### config.mk
export PLATFORM = sky130hd
export DESIGN_NAME = monitor_desigualdade
export DESIGN_NICKNAME = d
export VERILOG_FILES = /design/src/rtl/monitor_desigualdade_pkg.sv /design/src/rtl/monitor_desigualdade_contador.sv /design/src/rtl/monitor_desigualdade.sv
export SDC_FILE = /design/constraint.sdc
export NUM_CORES = 1
export LEC_CHECK = 0
export ABC_AREA = 1
export BUFFER_PORTS_ARGS = -buffer_cell sky130_fd_sc_hd__buf_4
export CAP_MARGIN = 5
export CELL_PAD_IN_SITES_DETAIL_PLACEMENT = 2
export CELL_PAD_IN_SITES_GLOBAL_PLACEMENT = 2
export CORE_MARGIN = 4
export CORE_UTILIZATION = 26
export DETAILED_ROUTE_END_ITERATION = 10
export GPL_TIMING_DRIVEN = 0
export PLACE_DENSITY_LB_ADDON = 0.1
export RECOVER_POWER = 50
export SYNTH_ARGS = -nofsm -noshare
export SYNTH_HDL_FRONTEND = slang
export SYNTH_HIERARCHICAL = 1
export SYNTH_SLANG_ARGS = --single-unit
### constraint.sdc
create_clock -name clk -period 1.62 [get_ports clk]
set_clock_uncertainty 0.05 [all_clocks]
set_input_delay 0.324 -clock clk [delete_from_list [all_inputs] [get_ports clk]]
set_output_delay 0.324 -clock clk [all_outputs]
set_load 0.05 [all_outputs]
### src/rtl/monitor_desigualdade_pkg.sv
// -----------------------------------------------------------------------------
// pacote_monitor
//   Shared definitions for the inequality monitor: FSM state encoding,
//   state width and default parameter values.
// -----------------------------------------------------------------------------
package pacote_monitor;

  localparam int ESTADO_W       = 2;
  localparam int LIMIAR_PADRAO  = 3;
  localparam int CONT_W_PADRAO  = 8;
  localparam int LARGURA_PADRAO = 6;

  // Code 3 is deliberately left out; the FSM recovers from it to OCIOSO.
  typedef enum logic [ESTADO_W-1:0] {
    OCIOSO  = 2'd0,
    MONITOR = 2'd1,
    ALARME  = 2'd2
  } estado_t;

endpackage

### src/rtl/monitor_desigualdade_contador.sv
// -----------------------------------------------------------------------------
// contador_saturado
//   Up-counter that saturates at all-ones instead of wrapping.
//
//   Ports:
//     clk    - clock, rising edge
//     reset  - synchronous active-high reset (q -> 0)
//     clr    - synchronous clear (q -> 0)
//     inc    - increment by one, unless already at all-ones
//     zera   - load zero; wins over inc
//     q      - counter value
// -----------------------------------------------------------------------------
module contador_saturado #(
  parameter int width = 8
) (
  input  logic             clk,
  input  logic             reset,
  input  logic             clr,
  input  logic             inc,
  input  logic             zera,
  output logic [width-1:0] q
);

  always_ff @(posedge clk) begin
    if (reset || clr) begin
      q <= '0;
    end else if (zera) begin
      q <= '0;
    end else if (inc && (q != {width{1'b1}})) begin
      q <= q + width'(1);
    end
  end

endmodule

### src/rtl/monitor_desigualdade.sv
// -----------------------------------------------------------------------------
// monitor_desigualdade
//   Sits after the 6-bit inequality comparator. Each valido cycle consumes one
//   sample (diferente flag + operand pair) and tracks:
//     - total_dif : saturating count of mismatching samples
//     - seq_dif   : saturating length of the current mismatch run
//     - primeiro_a/primeiro_b : operands of the first mismatch since clear
//     - alarme    : sticky flag raised when the run reaches LIMIAR
//
//   Handshake: valido is a one-sided strobe. There is no ready; every cycle
//   with valido=1 is consumed on that rising edge unless reset or limpar is
//   also high, in which case the sample is discarded.
//
//   Ports:
//     clk, reset          - clock and synchronous active-high reset
//     valido              - sample strobe
//     diferente           - comparator result (1 = operands differ)
//     a_in, b_in          - operand pair of the sample
//     limpar              - synchronous clear of counters, capture and alarm
//     total_dif, seq_dif  - counters (CONT_W bits)
//     alarme              - sticky alarm
//     captura_valida      - primeiro_a/primeiro_b hold a captured pair
//     primeiro_a/b        - first mismatching pair
//     estado              - FSM state for debug
//   All outputs are registered.
// -----------------------------------------------------------------------------
module monitor_desigualdade
  import pacote_monitor::*;
#(
  parameter int LARGURA = LARGURA_PADRAO,
  parameter int LIMIAR  = LIMIAR_PADRAO,
  parameter int CONT_W  = CONT_W_PADRAO
) (
  input  logic               clk,
  input  logic               reset,
  input  logic               valido,
  input  logic               diferente,
  input  logic [LARGURA-1:0] a_in,
  input  logic [LARGURA-1:0] b_in,
  input  logic               limpar,
  output logic [CONT_W-1:0]  total_dif,
  output logic [CONT_W-1:0]  seq_dif,
  output logic               alarme,
  output logic               captura_valida,
  output logic [LARGURA-1:0] primeiro_a,
  output logic [LARGURA-1:0] primeiro_b,
  output logic [ESTADO_W-1:0] estado
);

  estado_t estado_q;
  estado_t estado_prox;

  logic            amostra_dif;
  logic            amostra_igual;
  logic [CONT_W:0] seq_inc;
  logic            atinge_limiar;

  assign amostra_dif   = valido && diferente;
  assign amostra_igual = valido && !diferente;

  // Threshold is checked on the incremented value with one extra bit, before
  // the counter clips it, so the compare never sees a wrapped value.
  assign seq_inc       = {1'b0, seq_dif} + (CONT_W+1)'(1);
  assign atinge_limiar = (seq_inc == (CONT_W+1)'(LIMIAR));

  // ---------------------------------------------------------------------------
  // Counters. limpar goes in as clr so it beats any same-cycle sample.
  // ---------------------------------------------------------------------------
  contador_saturado #(.width(CONT_W)) u_total (
    .clk   (clk),
    .reset (reset),
    .clr   (limpar),
    .inc   (amostra_dif),
    .zera  (1'b0),
    .q     (total_dif)
  );

  contador_saturado #(.width(CONT_W)) u_seq (
    .clk   (clk),
    .reset (reset),
    .clr   (limpar),
    .inc   (amostra_dif),
    .zera  (amostra_igual),
    .q     (seq_dif)
  );

  // ---------------------------------------------------------------------------
  // FSM: next-state logic
  // ---------------------------------------------------------------------------
  always_comb begin
    estado_prox = estado_q;
    case (estado_q)
      OCIOSO: begin
        // The first sample is processed normally, so with LIMIAR=1 a
        // first-sample mismatch goes straight to ALARME.
        if (valido) begin
          estado_prox = (amostra_dif && atinge_limiar) ? ALARME : MONITOR;
        end
      end
      MONITOR: begin
        if (amostra_dif && atinge_limiar) begin
          estado_prox = ALARME;
        end
      end
      ALARME: begin
        estado_prox = ALARME;
      end
      default: begin
        estado_prox = OCIOSO;
      end
    endcase
    if (limpar) begin
      estado_prox = OCIOSO;
    end
  end

  // ---------------------------------------------------------------------------
  // FSM state and alarm registers
  // ---------------------------------------------------------------------------
  always_ff @(posedge clk) begin
    if (reset) begin
      estado_q <= OCIOSO;
      alarme   <= 1'b0;
    end else begin
      estado_q <= estado_prox;
      alarme   <= (estado_prox == ALARME);
    end
  end

  assign estado = estado_q;

  // ---------------------------------------------------------------------------
  // First-mismatch capture, frozen once captura_valida is set
  // ---------------------------------------------------------------------------
  always_ff @(posedge clk) begin
    if (reset || limpar) begin
      captura_valida <= 1'b0;
      primeiro_a     <= '0;
      primeiro_b     <= '0;
    end else if (amostra_dif && !captura_valida) begin
      captura_valida <= 1'b1;
      primeiro_a     <= a_in;
      primeiro_b     <= b_in;
    end
  end

endmodule

==> results of run 1 <==
[power groups by stage]
stage	clock, mW	sequential [mW]	combinational (mW)
2_1_floorplan	0	0.879	0.0690
6_report	0.623	0.811	0.183
3_5_place_dp	0	0.830	0.200
4_1_cts	0.661	0.812	0.201
3_3_place_gp	0	0.830	0.197
5_1_grt	0.701	0.814	0.203
[metal layers]
layer,up-vias,GRT usage (%),routed length [um]
met1,722,14.94,1986
met5,-,0,0
met2,32,23.42,2179
met3,7,4.660,288
li1,801,-,-
met4,0,3.453,36
[cell type report]
cell class                 count  area [um^2]  share of cell area, %
sequential                    32        645.6                  31.95
clock buffer                   5        68.82                  3.406
clock inverter                 3        18.77                 0.9288
buffer                         7        57.56                  2.848
tap                           72        90.09                  4.458
timing repair buffer          48        319.1                  15.79
multi-input combinational    161        738.2                  36.53
inverter                      22        82.58                  4.087
[path summary, 6_finish.rpt]
kind,startpoint,end,cells past startpoint
max,alarme$_SDFF_PP0_,alarme,1
min,a_in[5],primeiro_a[5]$_SDFFE_PP0P_,3
max reg2reg,u_total/q[0]$_SDFFE_PP0P_,u_total/q[7]$_SDFFE_PP0P_,8
min reg2reg,primeiro_b[1]$_SDFFE_PP0P_,primeiro_b[1]$_SDFFE_PP0P_,2
[state kept, by name, indices dropped and copies added (netlist names)]
| name | count |
|---|---|
| u_total/q | 8 |
| estado | 2 |
| u_seq/q | 8 |
| primeiro_b | 6 |
| captura_valida | 1 |
| primeiro_a | 6 |
| alarme | 1 |
[cell usage in the layout, fill, tap and decap left out, drive strengths merged]
cell | netlist | routed
dfxtp | 32 | 32
o21ai | 13 | 13
nand3b | 4 | 4
nor2 | 62 | 62
nor3 | 3 | 3
a21oi | 14 | 14
ha | 2 | 2
conb | 1 | 1
inv | 22 | 22
clkinv | 0 | 3
nand4 | 2 | 2
buf | 7 | 37
nand3 | 13 | 13
nand2 | 47 | 47
clkbuf | 0 | 23
[through the flow]
stage | std cells | area [um^2] | util, % | power, mW
global route | 350 | 2021 | 36.03 | 1.717
CTS | 350 | 2082 | 37.13 | 1.673
detailed placement | 342 | 1994 | 35.56 | 1.030
floorplan | 222 | 1544 | - | 0.9477
finish | 350 | 2021 | 36.03 | 1.617
global placement | 342 | 1994 | 35.56 | 1.026
[cells by family after synthesis]
logic type / after synthesis / synth area share [%]
AND/OR/NAND/NOR: 131 / 37.97
adder cells (fa/ha/maj): 2 / 1.626
AO/OA/AOI/OAI: 27 / 8.781
buffers and inverters: 29 / 9.756
flip-flops: 32 / 41.63
other: 1 / 0.2437
==> impl_metrics.toml, run 1 <==
[final_layout]
area.growth.synth_to_final_pct = 31.30
nFillCells = 713
fin_nets = 296
antenna_cells = 0
final_layout_size_suffix_gt1_share_pct = 26.98

[clocking]
cts_hold_buffers = 0
root_buffer = "clkbuf_8"
clk_pin_slew_ns = 0.07
postCtsSetupBuffers = 0
cts_buffers = 5
cts_max_level = 2
cts_tree = "done"
worstSkewPairLatency_ns = 0.28
clock_path_buffers = 2
cts_resized = 0
numClockSinks = 32

[power_and_ir_drop]
clkPwrFrac_pct = 38.5
combPwrFrac_pct = 11.3
cellLeakagePower_nw = 0.9356
max-vdd-ir-drop_mv = 0.3442
share_seq_of_total_power_pct = 50.1
p_int_mw = 1.164
power_density_nw_per_um2 = 800.5
swShare_pct = 28.01
p_switching_mw = 0.4531

[placement]
dp_hpwl_mm = 3.510
port_buffers = 48
place.gp.congestion = 0.7188
pre_cts_slack_ns = 0.1069

[yosys]
synthTopCellsByCount = "55 x nor2_1, 44 x nand2_1, 32 x dfxtp_1, 21 x inv_1, 14 x a21oi_1"
avgSynthCellArea_um2 = 6.932
ys.warnings.count = 6
syn_nets = 241
synthArstFlopShare_pct = 0
yosysTopAreaCell = "dfxtp_1"
ys_ff_latch = 32
synth_ff_type = "dfxtp_1"
synth_top_area_share_pct = 41.63
yosysMostFrequentCell = "nor2_1"
syn_area_um2 = 1539
synth.area.top_cells = "dfxtp_1 42%, nor2_1 13%, nand2_1 11%"
synth_cell_types = 20
synth-edff-count = 0
postSynthCellCount = 222
ys_seq_area_share_pct = 41.63

[sta]
post-route-period-util_pct = 88.98
worst_slack_ns = 0.1786
fin_hold_ws_ns = 0.2059
drv_slew = 0
hold_violations = 0
tightest_slew_ns = 0.5922
rsz0062_at_grt = "no"
max_freq_ghz = 0.6938
setup_violations = 0
maxSlewHeadroom_pct = 60.69
min_period_ns = 1.441
setup_tns_ns = 0

[global_routing]
grt_util_all_layers_pct = 13.17
grt_pass1_vias = 1692
grt_max_degree = 12
antenna_found_initial = 0
grt_pass1_wl_mm = 7.679
grt_overflow = 0

[die]
die_x_um = 84.94
fp.dieH_um = 84.94
core_um2 = 5608
rows = 27
start_util_pct = 27.44
die_area_um2 = 7214
io_pins = 49

[routing]
route.detailed.drc = 0
vias_per_cell = 4.463
drtAntennaViolNets = 0
drt_iter0_drc = 49
drt-total-wl_mm = 4.491
dr_total_vias = 1562
avgRoutedWirePerCell_um = 12.83
drt_pass1_iterations = 4

[worst_setup_path]
r2r_setup_slack_ns = 0.25
slowest_delay_ns = 0.46
cp-start-kind = "flip-flop"
critPathTopFamily = "buffers and inverters"
worstSetupPathType = "flip-flop to output port"
critical-path-slowest-cell = "clkbuf_1"
cp_cell_sequence = "clkbuf_1"
cp.required_ns = 1.25
crit_fanout = 1
critPathCaptureType = "output port"
path_buf_inv = 1
critical_path_arrival_ns = 1.07

[flow_run]
drv_cap = 0

[run_status]
outcome = "complete, no violations"

[min_path]
hold_path_class = "input pin to flip-flop"
No activity file was read; power rests on OpenSTA's default activity.
==> run 2: changes to the inputs <==
--- a/config.mk
+++ b/config.mk
@@ -14,7 +14,8 @@
 export CORE_UTILIZATION = 26
 export DETAILED_ROUTE_END_ITERATION = 10
 export GPL_TIMING_DRIVEN = 0
-export PLACE_DENSITY_LB_ADDON = 0.1
+export HOLD_SLACK_MARGIN = 0.03
+export PLACE_DENSITY = 0.82
 export RECOVER_POWER = 50
 export SYNTH_ARGS = -nofsm -noshare
 export SYNTH_HDL_FRONTEND = slang
==> run 2 against run 1 <==
Worst setup slack gained 0.0086 ns. Maximum frequency increased by 0.60%. Sequential share of layout area decreased by 0.45 points. Flip-flop and latch count unchanged. Register-to-register slack gained 0.03 ns. Critical endpoint unchanged.
==> impl_metrics.toml, run 2 (same netlist as run 1, synthesis figures left out) <==
[global_routing]
grt_pass1_wl_mm = 8.466
grt_max_degree = 12
grt_util_all_layers_pct = 14.59
grt_overflow = 0
grt_pass1_vias = 1816
antenna_found_initial = 0

[clocking]
root_buffer = "clkbuf_8"
numClockSinks = 32
clk_pin_slew_ns = 0.07
clock_path_buffers = 2
cts_resized = 0
worstSkewPairLatency_ns = 0.29
cts_max_level = 2
postCtsSetupBuffers = 0
cts_tree = "done"
cts_buffers = 5
cts_hold_buffers = 0

[sta]
setup_violations = 0
min_period_ns = 1.433
drv_slew = 0
setup_tns_ns = 0
max_freq_ghz = 0.6979
maxSlewHeadroom_pct = 60.73
hold_violations = 0
post-route-period-util_pct = 88.44
worst_slack_ns = 0.1872
fin_hold_ws_ns = 0.2036
rsz0062_at_grt = "no"
tightest_slew_ns = 0.5915

[worst_setup_path]
critPathCaptureType = "output port"
worstSetupPathType = "flip-flop to output port"
cp-start-kind = "flip-flop"
slowest_delay_ns = 0.46
cp_cell_sequence = "clkbuf_1"
path_buf_inv = 1
cp.required_ns = 1.25
critPathTopFamily = "buffers and inverters"
critical_path_arrival_ns = 1.06
critical-path-slowest-cell = "clkbuf_1"
crit_fanout = 1

[die]
core_um2 = 5608
fp.dieH_um = 84.94
rows = 27
die_area_um2 = 7214
die_x_um = 84.94
start_util_pct = 27.44
io_pins = 49

[final_layout]
final_layout_size_suffix_gt1_share_pct = 26.98
final_common_cell = "nor2_1"
area.growth.synth_to_final_pct = 33.17
antenna_cells = 0
most-common-layout-cells = "56 x nor2_1, 44 x nand2_1, 33 x buf_4, 28 x dfxtp_1, 21 x inv_1"
fin_nets = 296
reg_top3 = "u_seq/q x8, u_total/q x8"
layout.cells.non_filler = 350
fin_util_pct = 36.55

[routing]
drt_pass1_iterations = 4
drt_iter0_drc = 46
drt-total-wl_mm = 4.900
route.detailed.drc = 0
vias_per_cell = 4.611
drtAntennaViolNets = 0
avgRoutedWirePerCell_um = 14.00
dr_total_vias = 1614

[min_path]
hold_path_class = "input pin to flip-flop"

[power_and_ir_drop]
power_density_nw_per_um2 = 868.0
cellLeakagePower_nw = 0.9384
max-vdd-ir-drop_mv = 0.3663

[placement]
place_inst = 342
place.gp.congestion = 0.7450
pre_cts_slack_ns = 0.09590
dp_hpwl_mm = 3.772
port_buffers = 48

[flow_run]
drv_cap = 0

[run_status]
outcome = "complete, no violations"
-- run 2: cell count changes in the layout (fill, tap and decap cells not counted), sizes merged --
cell      previous run  this run
bufinv               0         1
clkinv               3         2
clkinvlp             0         1
inv                 22        21
-- run 2: metal layers --
layer / up-vias / part of all wire [%] / track usage [%]
li1: 803 / - / -
met1: 767 / 39 / 14.96
met2: 37 / 52 / 27.26
met3: 7 / 7.4 / 5.049
met4: 0 / 1.7 / 5.180
met5: - / 0 / 0
-- run 2: worst paths after layout --
kind	from	to	slack, ns	cells after the start
min reg2reg	primeiro_a[3]$_SDFFE_PP0P_	primeiro_a[3]$_SDFFE_PP0P_	0.46	2
max	alarme$_SDFF_PP0_	alarme	0.19	1
min	b_in[3]	primeiro_b[3]$_SDFFE_PP0P_	0.20	3
max reg2reg	u_total/q[0]$_SDFFE_PP0P_	u_total/q[3]$_SDFFE_PP0P_	0.28	7
-- run 2: report_power, final --
part / total [mW] / internal [mW] / switching (mW)
registers: 0.811 / 0.801 / 0.00951
clock network: 0.781 / 0.455 / 0.326
logic: 0.187 / 0.0647 / 0.122
-- run 2: final cells by class --
cell class,count,area [um^2]
Clock buffer,5,68.82
Sequential cell,32,645.6
Clock inverter,3,42.54
Buffer,7,63.81
Tap cell,72,90.09
Inverter,22,82.58
Multi-Input combinational cell,161,740.7
Timing Repair Buffer,48,315.3
Fill cell,714,3558
-- run 2: metrics by stage --
step | cell area [um^2] | total power, mW
detailed placement | 1994 | 1.032
finish | 2049 | 1.779
global route | 2049 | 1.858
floorplan | 1544 | 0.9477
global placement | 1994 | 1.026
CTS | 2106 | 1.833
==> run 3: changes to the inputs <==
==> constraint.sdc (replaced) <==
create_clock -name clk -period 1.4 [get_ports clk]
set_clock_uncertainty 0.05 [all_clocks]
set_input_delay 0.21 -clock clk [delete_from_list [all_inputs] [get_ports clk]]
set_output_delay 0.21 -clock clk [all_outputs]
set_load 0.05 [all_outputs]
==> run 3 against run 2 <==
Non-clock buffer count grew 7. Worst hold slack lost 0.11 ns. Final area grew 6.0%. Wire length grew 2.9%. Sequential power grew 15%. Critical path depth grew 6. Register-to-register slack lost 0.21 ns. Worst setup slack lost 0.12 ns.
==> impl_metrics.toml, run 3 (same netlist as run 1, synthesis figures left out) <==
[final_layout]
area.growth.synth_to_final_pct = 41.22
multi_input_area_um2 = 772.0
most-common-layout-cells = "57 x nor2_1, 44 x nand2_1, 39 x buf_4, 21 x inv_1"
regArea_um2 = 669.4
final_layout_size_suffix_gt1_share_pct = 36.49
nFillCells = 700
final_common_cell = "nor2_1"
reg_top3 = "u_seq/q x8, u_total/q x8"
fin_area_um2 = 2173
fin_nets = 303
fin_util_pct = 38.76
antenna_cells = 0

[worst_setup_path]
r2r_setup_slack_ns = 0.07
cp.required_ns = 1.54
worstSetupPathType = "flip-flop to flip-flop"
critPathCaptureType = "flip-flop"
critical_path_arrival_ns = 1.47
cp-start-kind = "flip-flop"
path_buf_inv = 2
slowest_delay_ns = 0.37
timing.rr.start = "u_seq/q[0]$_SDFFE_PP0P_"
ff2ff_path_depth = 7
crit_fanout = 5
rr_endpoint = "u_seq/q[5]$_SDFFE_PP0P_"
critical-path-slowest-cell = "dfxtp_4"
cp_cell_sequence = "ha_2 > nand3_2 > inv_1 > nand2_2 > buf_6 > a21oi_1 > nor2_1"
critPathTopFamily = "flip-flops"

[power_and_ir_drop]
finalPower_mw = 2.086
max-vdd-ir-drop_mv = 0.3888
power_density_nw_per_um2 = 959.7
cellLeakagePower_nw = 0.9976

[clocking]
cts_max_level = 2
cts_buffers = 5
root_buffer = "clkbuf_8"
cts_tree = "done"
cts_hold_buffers = 0
clock_path_buffers = 2
clk_pin_slew_ns = 0.07
worstSkewPairLatency_ns = 0.29
numClockSinks = 32

[placement]
place.gp.congestion = 0.7002
dp_hpwl_mm = 3.617
dpl_cell_area_um2 = 2019
port_buffers = 48

[sta]
hold_violations = 0
max_freq_ghz = 0.7505
setup_violations = 0
min_period_ns = 1.332
post-route-period-util_pct = 95.17
drv_slew = 0

[die]
rows = 27
fp.dieH_um = 84.94
core_um2 = 5608
io_pins = 49
die_x_um = 84.94
start_util_pct = 27.44
die_area_um2 = 7214

[flow_run]
drv_cap = 0

[global_routing]
grt_overflow = 0
grt_util_all_layers_pct = 14.28
grt_max_degree = 11
grt_pass1_wl_mm = 8.259
grt_pass1_vias = 1715
antenna_found_initial = 0

[routing]
route.detailed.drc = 0
drt_iter0_drc = 39
avgRoutedWirePerCell_um = 14.13
dr_total_vias = 1656
drt_pass1_iterations = 4
vias_per_cell = 4.639
drt-total-wl_mm = 5.043
drtAntennaViolNets = 0

[min_path]
holdCritStartpoint = "a_in[5]"
holdPathEnd = "primeiro_a[5]$_SDFFE_PP0P_"
min_path_cells = 3
hold_path_class = "input pin to flip-flop"

[run_status]
outcome = "complete, no violations"
==> run 3: power breakdown <==
part	switching (mW)	internal (mW)	total, mW	leakage [nW]
clock	0.373	0.556	0.929	0.0627
combinational	0.144	0.0815	0.225	0.667
sequential	0.0111	0.921	0.932	0.268
total	0.527	1.56	2.09	0.998
==> run 3: per-stage QoR <==
step           setup WS [ns]  setup TNS, ns  cells  hold slack, ns
6_report             0.06763              0    357         0.09290
5_1_grt             -0.01644       -0.02242    357         0.07843
4_1_cts              0.03968              0    350         0.08198
3_5_place_dp         0.02080              0    342          0.3924
3_3_place_gp         0.06769              0    342          0.3815
2_1_floorplan        0.07054              0    222          0.2320
==> run 3: worst max path at each step <==
| stage | cells after the start | end | slack [ns] | startpoint |
|---|---|---|---|---|
| global route | 8 | u_seq/q[2]$_SDFFE_PP0P_ | -0.02 | u_seq/q[0]$_SDFFE_PP0P_ |
| floorplan | 7 | u_seq/q[5]$_SDFFE_PP0P_ | 0.07 | u_seq/q[0]$_SDFFE_PP0P_ |
| CTS | 8 | u_seq/q[7]$_SDFFE_PP0P_ | 0.04 | u_seq/q[0]$_SDFFE_PP0P_ |
| global placement | 9 | u_total/q[7]$_SDFFE_PP0P_ | 0.07 | valido |
| detailed placement | 9 | u_total/q[7]$_SDFFE_PP0P_ | 0.02 | valido |
| finish | 7 | u_seq/q[5]$_SDFFE_PP0P_ | 0.07 | u_seq/q[0]$_SDFFE_PP0P_ |
==> run 3: tightest hold or removal path, cell delays in order <==
cell and delay [ns]:
buf_4 0.08, nor2_1 0.03, nor2_1 0.08
==> run 3: area by class of cell <==
| cell class | instances | area share (%) |
|---|---|---|
| multi-input cells | 161 | 35.52 |
| flip-flops and latches | 32 | 30.80 |
| clock buffers | 8 | 5.584 |
| plain buffers | 7 | 2.936 |
| inverters | 22 | 3.800 |
| repair buffers | 55 | 17.21 |
| well taps | 72 | 4.145 |
==> run 3: routing by layer <==
layer  vias up  GRT usage (%)  wire length, um
li1        818              -                -
met1       793          15.89             2105
met2        38          24.63             2474
met3         7          6.214              398
met4         0          4.317               65
met5         -              0                0
==> run 3: timing repair <==
item	in CTS	in global routing
setup endpoints to repair	0	14
gates resized for setup	0	15
setup buffers	0	5
